[config.mk]
export PLATFORM = sky130hd
export DESIGN_NAME = countdown_scheduler
export DESIGN_NICKNAME = d
export VERILOG_FILES = /design/src/rtl/countdown_scheduler.sv
export SDC_FILE = /design/constraint.sdc
export NUM_CORES = 1
export LEC_CHECK = 0
export BUFFER_PORTS_ARGS = -buffer_cell sky130_fd_sc_hd__buf_2
export CAP_MARGIN = 10
export CORE_UTILIZATION = 50
export CTS_BUF_LIST = sky130_fd_sc_hd__clkbuf_4 sky130_fd_sc_hd__clkbuf_8 sky130_fd_sc_hd__clkbuf_16
export DETAILED_ROUTE_END_ITERATION = 8
export GPL_ROUTABILITY_DRIVEN = 0
export PLACE_DENSITY = 0.8
export REMOVE_ABC_BUFFERS = 1
export SLEW_MARGIN = 20
export SYNTH_ARGS = -nofsm -noshare
export SYNTH_HDL_FRONTEND = slang
export SYNTH_SLANG_ARGS = --single-unit
[constraint.sdc]
create_clock -name clk -period 4.45 [get_ports clk]
set_clock_uncertainty 0.15 [all_clocks]
set_input_delay 0.2225 -clock clk [delete_from_list [all_inputs] [get_ports clk]]
set_output_delay 0.2225 -clock clk [all_outputs]
set_load 0.03 [all_outputs]
[src/rtl/countdown_scheduler.sv]
// Round-robin scheduler sharing one down-counter among NREQ requesters.
// Grants one owner at a time, counts its interval down on tick, and pulses done on expiry.
module countdown_scheduler #(
    parameter int NREQ  = 4,
    parameter int WIDTH = 4
) (
    input  logic                  clk,
    input  logic                  reset,
    input  logic                  tick,
    input  logic [NREQ-1:0]       req,
    input  logic [NREQ*WIDTH-1:0] load_val,
    output logic [NREQ-1:0]       grant,
    output logic                  busy,
    output logic [WIDTH-1:0]      count,
    output logic [NREQ-1:0]       done,
    output logic [1:0]            dbg_state
);

    localparam int PW = (NREQ > 1) ? $clog2(NREQ) : 1;

    typedef enum logic [1:0] {
        S_IDLE = 2'd0,
        S_RUN  = 2'd1,
        S_DONE = 2'd2
    } state_t;

    state_t           state, state_next;
    logic [PW-1:0]    ptr, ptr_next;
    logic [PW-1:0]    owner, owner_next;
    logic [NREQ-1:0]  grant_next, done_next;
    logic [WIDTH-1:0] count_next;
    logic [PW-1:0]    sel_idx, cand;
    logic             sel_valid;
    int               scan_idx;

    // Wrapping scan starting at ptr; the first set request wins.
    always_comb begin
        sel_idx   = '0;
        sel_valid = 1'b0;
        scan_idx  = 0;
        cand      = '0;
        for (int k = 0; k < NREQ; k++) begin
            scan_idx = int'(ptr) + k;
            if (scan_idx >= NREQ) scan_idx = scan_idx - NREQ;
            cand = PW'(scan_idx);
            if (!sel_valid && req[cand]) begin
                sel_valid = 1'b1;
                sel_idx   = cand;
            end
        end
    end

    always_comb begin
        state_next = state;
        ptr_next   = ptr;
        owner_next = owner;
        grant_next = grant;
        done_next  = '0;
        count_next = count;
        case (state)
            S_IDLE: begin
                if (sel_valid) begin
                    state_next          = S_RUN;
                    owner_next          = sel_idx;
                    grant_next          = '0;
                    grant_next[sel_idx] = 1'b1;
                    count_next          = load_val[int'(sel_idx)*WIDTH +: WIDTH];
                end
            end
            S_RUN: begin
                // Abort takes priority over expiry: a dropped request never sees done.
                if (!req[owner]) begin
                    state_next = S_IDLE;
                    grant_next = '0;
                    count_next = '0;
                end else if (count == '0) begin
                    state_next       = S_DONE;
                    done_next[owner] = 1'b1;
                end else if (tick) begin
                    count_next = count - WIDTH'(1);
                end
            end
            S_DONE: begin
                state_next = S_IDLE;
                grant_next = '0;
                ptr_next   = (owner == PW'(NREQ - 1)) ? '0 : owner + PW'(1);
            end
            default: begin
                state_next = S_IDLE;
                grant_next = '0;
                count_next = '0;
            end
        endcase
    end

    always_ff @(posedge clk) begin
        if (reset) begin
            state <= S_IDLE;
            ptr   <= '0;
            owner <= '0;
            grant <= '0;
            done  <= '0;
            count <= '0;
        end else begin
            state <= state_next;
            ptr   <= ptr_next;
            owner <= owner_next;
            grant <= grant_next;
            done  <= done_next;
            count <= count_next;
        end
    end

    assign busy      = (state != S_IDLE);
    assign dbg_state = state;

endmodule
; ---- Word-level counts from Yosys, hierarchy flattened
; Index checks and enable logic that the tools add are counted.
[op_classes]
reduce_logical = 16
magnitude_cmp = 12
n_eq_ne = 8
n_shift = 1
n_mux = 39
bitwise_logic = 4
addsub = 9
[op_table]
columns = op, count
row1 = $mux W2, 12
row2 = $mux W4, 6
row3 = $lt A2 B3 Y1 const B, 6
row4 = $shiftx A16 B5 Y4, 1
row5 = $pmux W4 S3, 1
row6 = $mux W1, 11
row7 = $bmux W1 S2, 5
row8 = $ge A3 B3 Y1 const B, 3
row9 = $ne A3 B3 Y1 const B, 3
row10 = $pmux W4 S2, 1
row11 = $sub A2 B1 Y2 const B, 4
row12 = $add A2 B2 Y3 const B, 2
row13 = $reduce_and A2 Y1, 3
row14 = $logic_and A1 B1 Y1, 5
row15 = $demux W1 S2, 2
row16 = $eq A2 B2 Y1 const B, 2
row17 = $ge A2 B1 Y1 const B, 2
row18 = $logic_not A4 Y1, 1
row19 = $ne A2 B2 Y1 const B, 2
row20 = $not A1 Y1, 4
row21 = $pmux W2 S2, 1
row22 = $reduce_and A4 Y1, 1
row23 = $reduce_or A4 Y1, 1
row24 = $sub A4 B1 Y4 const B, 1
row25 = other kinds (7), 9
[totals]
ff_bits = 18

; ---- Logic depth before layout (Yosys ltp)
[depth]
word_depth = 20
mapped_depth = 8
depth_no_buf = 8

; ---- Worst setup path before layout
; No wires, ideal clock.
[synth_timing]
path_type = flip-flop to flip-flop
from = reg count[0]
to = reg count[2]
required_ns = 4.178
path_stages_with_launch = 8
path_buffers = 0
synth_period_minus_slack_ns = 2.041
setup_slack_ns = 2.409
arrival_ns = 1.769
path_cell_list = dfxtp_1 inv_1 ha_1 nor3b_1 nor2b_1 o21ai_4 nor2b_4 a221o_1
[synth_via]
elab_chain_len = 5
[synth_rtl]
columns = item, line
row1 = from (decl), 14  ; output logic [WIDTH-1:0] count,
row2 = from (signal assigned), 110  ; count <= count_next;
row3 = $sub A4 B1 Y4, 80  ; count_next = count - WIDTH'(1);
row4 = $mux W4, 79  ; end else if (tick) begin
row5 = $mux W4, 76  ; end else if (count == '0) begin
row6 = $mux W4, 72  ; if (!req[owner]) begin
row7 = $pmux W4 S3, 60  ; case (state)
; Parallel ways exist; a longest one is shown, timed or not. The select of a mux whose other input is x is not followed.
; A chain may end at the register's enable or synchronous reset.

; ---- Worst setup path after layout
[layout_timing]
from = reg count[1]
to = reg count[2]
; The elaborated chain is that of the path after synthesis.

==> flow_summary.toml <==
[worst_setup_path]
crit_type = "reg -> reg"
worstPathArrival_ps = 2110
path_buf_inv = 1
cpMaxStageDelayCell = "nor3b_1"
cp_max_fo = 5
required_ps = 4490
cp_top_family = "simple AND/OR/NAND/NOR gates"
crit_path_end_kind = "flip-flop"
worstPathCellList = "inv_1 > ha_1 > nor3b_1 > nor2b_1 > o21ai_4 > nor3_1 > a221o_1"
critPathMaxStageDelay_ps = 360
cp-start-kind = "flip-flop"

[logic_synthesis]
synthFlopType = "dfxtp_1"
syn_avg_cell_area_um2 = 9.087
ys_async_sr_fraction = 0
synth_cells = 122
ys_warn_count = 0
synth.most_common_cell = "dfxtp_1"
synth_cell_type_count = 40
synth_commonest_cells = "dfxtp_1, mux2i_1, nand2_1, nor2_1, a21oi_1"
synthesis.area_um2 = 1109
synth_top_area_frac = 0.3251
yosysSeqAreaShare = 0.3251
synth_top_area_cell = "dfxtp_1"
synth-edff-count = 0
synthTopCellsByArea = "dfxtp_1, mux2i_1, ha_1"
synth_seq_cells = 18

[route]
wirelength_mm = 2.513
drtAntennaViolNets = 0
via_count = 1041
post_drt_wl_per_cell_um = 13.44
drtIter0Drc = 33
vias_per_cell = 5.567
drc = 0
firstDrtPassIters = 4

[clocking]
cts_tree = "yes"
clk_latency_ps = 290
cts-hold-fix-buffers = 0
post-cts-setup-buffers = 0
cts_resized = 0
cts.sinks = 18
cts_max_level = 1
cts-root-buf = "clkbuf_4"
cts.clk_slew.worst_paths_ps = 100
cts-buffers-inserted = 3
clockBufferDepth = 2

[sta]
rsz0062_at_grt = "false"
hold_violations = 0
min_period_ps = 2074
finalMaxSlewViolations = 0
setup_tns_ps = 0
slew-limit-headroom = 0.6974
fmax_ghz = 0.4821
min_period_over_period = 0.4661
finalSetupViolations = 0
worstMarginPinSlew_ps = 449.8

[finish]
multiInputGateArea_um2 = 706.9
register_area_um2 = 360.3
fill_cells = 182
synthToLayoutAreaGrowth_pct = 21.33
final_core_util = 0.6652
diodes = 0
layout-drive-gt1-share = 0.3063
fin_nets = 190

[power_and_ir_drop]
p_int_mw = 0.2832
clkPwrFrac = 0.231
powerDensity_nw_per_um2 = 324.3
sw_frac_of_total = 0.3507
peakVddDrop_mv = 0.1857
leakage_nw = 0.6225
p_comb_frac = 0.335
p_seq_frac = 0.434
p_sw_mw = 0.1530

[job]
maxCapViolCount = 0

[placement]
port_buffers = 37
dp_hpwl_mm = 1.914

[global_routing]
grt_max_degree = 17
grt_pass1_vias = 953
antenna_found_initial = 0
overflow = 0
grt_pass1_wl_mm = 4.126
grt_usage = 0.2228

[min_path]
hp-class = "in -> reg"

[floorplanning]
die_h_um = 49.09
die_w_um = 49.09
start_util = 0.5483
rows = 16
io_pins = 38
die_area_um2 = 2409
core_area_um2 = 2022

[run_status]
status = "finished clean"
[through the flow]
step / cell area, µm² / std cells / power [mW] / hold slack [ps] / worst slack [ps]
3_3_place_gp: 1309 / 183 / 0.3332 / 282.2 / 2504
5_1_grt: 1345 / 187 / 0.4583 / 145.3 / 2245
6_report: 1345 / 187 / 0.4362 / 139.1 / 2376
2_1_floorplan: 1090 / 119 / 0.2930 / 141.6 / 2409
4_1_cts: 1345 / 187 / 0.4351 / 140.8 / 2395
3_5_place_dp: 1309 / 183 / 0.3359 / 288.7 / 2441
[cell type report]
cell class,instances,share of cell area
Multi-Input combinational cell,95,0.5256
Timing Repair Buffer,37,0.1377
Sequential cell,18,0.2679
Inverter,6,0.01674
Tap cell,27,0.02512
Clock buffer,4,0.02698
[worst paths after layout]
| kind | from | to | slack, ps | depth (start not counted) |
|---|---|---|---|---|
| max | count[1] | count[2] | 2380 | 7 |
| min | reset | owner[1] | 140 | 2 |
| max reg2reg | count[1] | count[2] | 2380 | 7 |
| min reg2reg | grant[3] | grant[3] | 310 | 2 |
[per-layer routing]
metal | share of wire | up-vias | track usage
li1 | - | 517 | -
met1 | 0.44 | 479 | 0.2668
met2 | 0.49 | 39 | 0.3836
met3 | 0.048 | 6 | 0.02804
met4 | 0.021 | 0 | 0.1176
met5 | 0 | - | 0
[state kept, by name, indices dropped and copies added, names as in the netlist]
signal,count
done,4
count,4
grant,4
dbg_state,2
ptr,2
owner,2
[cell usage in the layout, fill, tap and decap left out, types with 2 or more instances in the layout]
| master | n |
|---|---|
| o21ai_0 | 5 |
| nor4_1 | 2 |
| a21oi_1 | 7 |
| mux2i_1 | 11 |
| ha_1 | 6 |
| buf_2 | 37 |
| nor2_1 | 11 |
| o22ai_1 | 3 |
| nand2_1 | 11 |
| and2_1 | 4 |
| clkbuf_4 | 3 |
| nor2b_1 | 4 |
| nor3_1 | 4 |
| nor3b_1 | 2 |
| inv_1 | 6 |
| xnor2_1 | 2 |
| dfxtp_1 | 18 |
[cell families (layout without fill, tap and decap cells)]
family	after synthesis	after routing	share of synthesized area
adders and majority gates	6	6	0.06772
xor gates and xnor gates	2	2	0.01580
AOI/OAI and AO/OA	28	28	0.1908
DFF	18	18	0.3251
muxes	13	13	0.1298
and+or+nand+nor	46	46	0.2336
buffers and inverters	9	47	0.03725
[power groups by stage]
stage	Combinational [mW]	Sequential, mW	Clock, mW
floorplan	0.0826	0.210	0
global placement	0.141	0.192	0
detailed placement	0.144	0.192	0
CTS	0.146	0.189	0.101
global route	0.158	0.191	0.109
finish	0.146	0.189	0.101
[worst reg2reg max path, stage by stage (launching register included)]
cell and delay, ps:
dfxtp_1 350, inv_1 130, ha_1 160, nor3b_1 360, nor2b_1 170, o21ai_4 200
nor3_1 90, a221o_1 350
Power figures use the tool's default switching activity.
